$ cat src/rtl/prewish_button_poller.sv
// prewish_button_poller
// Periodically strobes an external button responder, waits for its one-cycle
// "data ready" strobe, captures the status byte and reports press/release
// edges. A missing response within the timeout window raises a sticky flag.
module prewish_button_poller #(
    parameter int POLL_PERIOD    = 1200,
    parameter int PERIOD_BITS    = 11,
    parameter int STROBE_CYCLES  = 2,
    parameter int TIMEOUT_CYCLES = 15
) (
    input  logic       CLK_I,
    input  logic       RST_I,
    output logic       STB_O,
    input  logic       STB_I,
    input  logic [7:0] DAT_I,
    input  logic       i_poll_now,
    output logic [7:0] o_buttons,
    output logic [7:0] o_pressed,
    output logic [7:0] o_released,
    output logic       o_valid,
    output logic       o_timeout,
    output logic       o_alive
);

    localparam int STB_BITS = (STROBE_CYCLES > 1) ? $clog2(STROBE_CYCLES) : 1;
    localparam int RSP_BITS = $clog2(TIMEOUT_CYCLES + 1);

    localparam logic [PERIOD_BITS-1:0] TIMER_RELOAD = PERIOD_BITS'(POLL_PERIOD - 1);
    localparam logic [STB_BITS-1:0]    STB_LAST     = STB_BITS'(STROBE_CYCLES - 1);
    localparam logic [RSP_BITS-1:0]    RSP_MAX      = RSP_BITS'(TIMEOUT_CYCLES);

    typedef enum logic [1:0] {
        S_IDLE,
        S_STROBE,
        S_WAIT_RSP,
        S_CAPTURE
    } state_t;

    state_t                 r_state;
    logic [PERIOD_BITS-1:0] r_timer;
    logic [STB_BITS-1:0]    r_stb_cnt;
    logic [RSP_BITS-1:0]    r_rsp_cnt;
    logic [7:0]             r_hold;
    logic                   r_stb;
    logic [7:0]             r_buttons;
    logic [7:0]             r_pressed;
    logic [7:0]             r_released;
    logic                   r_valid;
    logic                   r_timeout;
    logic                   r_alive;

    logic [RSP_BITS-1:0]    w_rsp_next;
    logic                   w_rsp_expired;
    logic                   w_poll_start;

    // The response counter saturates at the timeout value; the window expires
    // on the edge where the count would reach TIMEOUT_CYCLES.
    assign w_rsp_next    = (r_rsp_cnt == RSP_MAX) ? r_rsp_cnt : r_rsp_cnt + 1'b1;
    assign w_rsp_expired = (w_rsp_next == RSP_MAX);

    // A timer expiry and a manual request on the same cycle start one poll.
    assign w_poll_start  = (r_timer == '0) || i_poll_now;

    // Poll sequencer: strobe, wait for response or timeout, publish the capture.
    always_ff @(posedge CLK_I or negedge RST_I) begin
        if (!RST_I) begin
            r_state    <= S_IDLE;
            r_timer    <= TIMER_RELOAD;
            r_stb_cnt  <= '0;
            r_rsp_cnt  <= '0;
            r_stb      <= 1'b0;
            r_buttons  <= 8'h00;
            r_pressed  <= 8'h00;
            r_released <= 8'h00;
            r_valid    <= 1'b0;
            r_timeout  <= 1'b0;
            r_alive    <= 1'b1;
        end else begin
            // Edge reports exist only alongside the valid pulse.
            r_valid    <= 1'b0;
            r_pressed  <= 8'h00;
            r_released <= 8'h00;

            case (r_state)
                S_IDLE: begin
                    if (w_poll_start) begin
                        r_timer   <= TIMER_RELOAD;
                        r_stb_cnt <= '0;
                        r_stb     <= 1'b1;
                        r_state   <= S_STROBE;
                    end else begin
                        r_timer <= r_timer - 1'b1;
                    end
                end

                S_STROBE: begin
                    if (r_stb_cnt == STB_LAST) begin
                        r_stb     <= 1'b0;
                        r_rsp_cnt <= '0;
                        r_state   <= S_WAIT_RSP;
                    end else begin
                        r_stb_cnt <= r_stb_cnt + 1'b1;
                    end
                end

                S_WAIT_RSP: begin
                    // A response on the final window cycle still wins over the timeout.
                    if (STB_I) begin
                        r_state <= S_CAPTURE;
                    end else if (w_rsp_expired) begin
                        r_rsp_cnt <= w_rsp_next;
                        r_timeout <= 1'b1;
                        r_state   <= S_IDLE;
                    end else begin
                        r_rsp_cnt <= w_rsp_next;
                    end
                end

                S_CAPTURE: begin
                    r_buttons  <= r_hold;
                    r_pressed  <= r_hold & ~r_buttons;
                    r_released <= ~r_hold & r_buttons;
                    r_valid    <= 1'b1;
                    r_timeout  <= 1'b0;
                    r_alive    <= ~r_alive;
                    r_state    <= S_IDLE;
                end

                default: begin
                    r_stb   <= 1'b0;
                    r_state <= S_IDLE;
                end
            endcase
        end
    end

    // Holding register for the responder byte, loaded only on an accepted response.
    always_ff @(posedge CLK_I) begin
        if (r_state == S_WAIT_RSP && STB_I) begin
            r_hold <= DAT_I;
        end
    end

    assign STB_O      = r_stb;
    assign o_buttons  = r_buttons;
    assign o_pressed  = r_pressed;
    assign o_released = r_released;
    assign o_valid    = r_valid;
    assign o_timeout  = r_timeout;
    assign o_alive    = r_alive;

endmodule

$ cat config.mk
export PLATFORM = sky130hd
export DESIGN_NAME = prewish_button_poller
export DESIGN_NICKNAME = d
export VERILOG_FILES = /design/src/rtl/prewish_button_poller.sv
export SDC_FILE = /design/constraint.sdc
export NUM_CORES = 1
export LEC_CHECK = 0
export CAP_MARGIN = 20
export CORE_ASPECT_RATIO = 1.1
export CORE_MARGIN = 2
export CORE_UTILIZATION = 54
export CTS_BUF_LIST = sky130_fd_sc_hd__clkbuf_4
export DETAILED_ROUTE_END_ITERATION = 8
export GPL_TIMING_DRIVEN = 0
export PLACE_DENSITY = 0.81
export SYNTH_ARGS = -nofsm -noshare
export SYNTH_HDL_FRONTEND = slang
export SYNTH_SLANG_ARGS = --single-unit
$ cat constraint.sdc
create_clock -name CLK_I -period 2 [get_ports CLK_I]
set_clock_uncertainty 0.1 [all_clocks]
set_input_delay 0.4 -clock CLK_I [delete_from_list [all_inputs] [get_ports CLK_I]]
set_output_delay 0.4 -clock CLK_I [all_outputs]
set_load 0.02 [all_outputs]
==> results.py <==
metrics = {
    "synth": {
        "synth_area_um2": 2180,
        "synth-seq-cells": 54,
        "ys.warnings.count": 0,
        "synth.area.top_cells": "dfrtp_1 44%, edfxtp_1 11%, dfstp_2 9.6%, nor3b_1 6.5%, mux2_2 4.1%",
        "synth_edf_count": 8,
        "yosysSeqAreaShare": 0.642,
        "synthDistinctLibCells": 40,
        "synth_nets": 179,
        "synthTopCellsByCount": "38 x dfrtp_1, 19 x nor3b_1, 16 x nor2_1",
        "synth_top_area_share": 0.436,
        "syn_inst": 165,
        "synth_top_cell_by_area": "dfrtp_1",
        "synth.most_common_cell": "dfrtp_1",
        "avgSynthCellArea_um2": 13.2,
        "ys_async_sr_fraction": 0.852,
        "yosys_most_used_dff": "dfrtp_1",
    },
    "run_status": {
        "outcome": "finished clean",
    },
    "drt": {
        "ant_nets": 0,
        "drt_iter0_markers": 76,
        "vias_per_cell": 5.42,
        "wl_mm": 3.81,
        "via_count": 1442,
        "post-route-drc-count": 0,
        "wire_per_inst_um": 14.3,
        "firstDrtPassIters": 4,
    },
    "finish": {
        "final_nets": 227,
        "fin_area_um2": 2720,
        "antennaDiodeCount": 0,
        "drive_gt1_frac": 0.164,
        "syn2layout_area_growth_pct": 24.7,
    },
    "setup_path": {
        "cp.arrival_ns": 1.41,
        "critPathBufInv": 1,
        "required_ns": 1.50,
        "crit_fanout": 4,
        "slowest_stage": "clkdlybuf4s50_1",
        "critPathCaptureType": "output pin",
        "cp_cell_sequence": "clkdlybuf4s50_1",
        "critical-path-top-delay-family": "buffers and inverters",
        "critPathLaunchType": "flop",
        "critPathMaxStageDelay_ns": 0.62,
        "critical_path_class": "flop to output pin",
    },
    "clocking": {
        "cts_sinks": 54,
        "postCtsSetupRepairBufs": 0,
        "clk_latency_ns": 0.37,
        "cts_made_buffers": 5,
        "cts_root_buf": "clkbuf_4",
        "clk_path_buf_depth": 2,
        "cts_tree": "yes",
        "h-tree-depth": 2,
        "path_clk_slew_ns": 0.14,
    },
    "timing": {
        "setup_viol": 0,
        "finalHoldViolCount": 0,
        "max_freq_mhz": 524,
        "rsz0062_at_grt": "no",
        "fin_crit_sh": 0.954,
        "fin_ws_ns": 0.0928,
        "maxSlewViolCount": 0,
        "worst_slew_pin_slew_ns": 0.491,
        "slew_headroom": 0.670,
        "period_needed_ns": 1.91,
    },
    "floorplan": {
        "dieArea_um2": 4570,
        "design.core.area_um2": 3930,
        "die_w_um": 64.6,
        "ios": 40,
        "die_h_um": 70.7,
        "start_util": 0.555,
        "num_rows": 24,
    },
    "grt": {
        "grtUsageTotal": 0.191,
        "antenna_found_initial": 0,
        "grt_remaining_overflow": 0,
        "grt_pass1_vias": 1481,
        "grt_max_degree": 44,
        "grt_pass1_wl_mm": 6.64,
    },
    "placement": {
        "hpwl_mm": 2.79,
        "gp_congestion": 0.858,
        "postPlaceCellArea_um2": 2650,
        "preCtsSetupSlack_ns": 0.114,
        "numPortBuffers": 39,
    },
    "hold_path": {
        "hp-class": "input pin to asynchronous set/reset pin",
    },
    "pwr": {
        "power_leakage_nw": 1.11,
        "max-vdd-ir-drop_uv": 778,
        "power_density_nw_per_um2": 1250,
    },
    "job": {
        "drv_cap": 0,
    },
}
[layer usage]
metal / part of all wire / global-route usage / routed length, um / vias up
met5: 0 / 0 / 0 / -
met4: 0.021 / 0.0875 / 81 / 0
met3: 0.037 / 0.0445 / 140 / 7
met2: 0.52 / 0.330 / 1980 / 33
met1: 0.42 / 0.228 / 1610 / 718
li1: - / - / - / 684
[power by group]
| group | switching [mW] | internal [mW] | total, mW |
|---|---|---|---|
| clock | 0.312 | 0.166 | 0.478 |
| combinational | 0.662 | 0.609 | 1.27 |
| sequential | 0.233 | 1.43 | 1.66 |
| total | 1.21 | 2.21 | 3.41 |
[cell type report]
cell class	instances	area, um^2
plain buffers	3	13.8
clock buffers	7	52.6
clock inverters	1	7.51
fillers	291	1210
inverters	7	26.3
multi-input cells	101	741
flip-flops and latches	54	1400
well taps	52	65.1
repair buffers	41	414
[cells by family (layout without fill, tap and decap cells)]
logic type                 Yosys count  in the layout  share of synthesized area
AOI/OAI and AO/OA                   23             23                     0.0780
xor gates and xnor gates             6              6                     0.0241
adders and majority gates            2              2                     0.0115
buffers and inverters               10             59                     0.0183
DFF                                 54             54                      0.642
muxes                                8              8                     0.0413
and+or+nand+nor                     62             62                      0.185
[path summary, 6_finish.rpt]
check	startpoint	end	slack, ns	depth (start not counted)
worst min-delay path	RST_I	o_released[3]$_DFF_PN0_	0.24	2
worst max-delay path	o_buttons[2]$_DFFE_PN0P_	o_buttons[2]	0.09	1
worst min register to register	r_hold[0]$_DFFE_PP_	o_released[0]$_DFF_PN0_	0.37	1
min in group CLK_I	r_hold[0]$_DFFE_PP_	o_released[0]$_DFF_PN0_	0.37	1
max in group asynchronous	RST_I	r_timer[10]$_DFFE_PN1N_	1.06	3
worst max register to register	r_timer[0]$_DFFE_PN1N_	r_state[0]$_DFFE_PN0P_	0.11	6
[metrics by stage]
stage	hold slack (ns)	total power [mW]	util	TNS [ns]	std cells
after CTS	0.233	3.44	0.692	0	266
after detailed placement	0.118	2.98	0.674	0	257
after floorplan	0.00441	2.43	-	0	165
final	0.240	3.41	0.692	0	266
after global placement	0.328	2.91	0.670	-28.54	256
after global routing	0.222	3.64	0.692	0	266
[repair_timing]
item | in CTS | in global routing
hold endpoints to repair | 38 | 0
gates resized for setup | 1 | 0
endpoints found under the setup margin | 1 | 0
hold buffers | 1 | 0
[cells in the final DEF (no fill, tap or decap), drive strengths merged]
cell type      synthesis  routed
nor2b                  2       2
nand2                  6       6
and2                   2       2
a21oi                  4       4
dfstp                  8       8
nand4                  2       2
nand2b                 2       2
a31oi                  3       3
a21o                   2       2
nor2                  17      17
a2bb2oi                1       1
mux2                   8       8
buf                    2       4
inv                    7       7
o32a                   1       1
clkdlybuf4s50          0      37
dlygate4sd3            0       1
or3                    1       1
xnor2                  3       3
nand4b                 2       2
a221oi                 1       1
nor4                   2       2
or2                    1       1
a211o                  1       1
o41ai                  1       1
nor3b                 20      20
clkbuf                 1       8
clkinvlp               0       1
edfxtp                 8       8
xor2                   3       3
a22o                   2       2
o21ai                  6       6
o32ai                  1       1
dlygate4sd2            0       1
nand3                  2       2
nor3                   2       2
nor4b                  1       1
ha                     2       2
dfrtp                 38      38
[registers in the layout, indices dropped and copies added, names as in the netlist, 2 cells and up]
signal,count
r_hold,8
r_timer,11
r_rsp_cnt,4
o_buttons,8
o_released,8
o_pressed,8
r_state,2
Note: power is estimated with default switching activity, not from simulation.
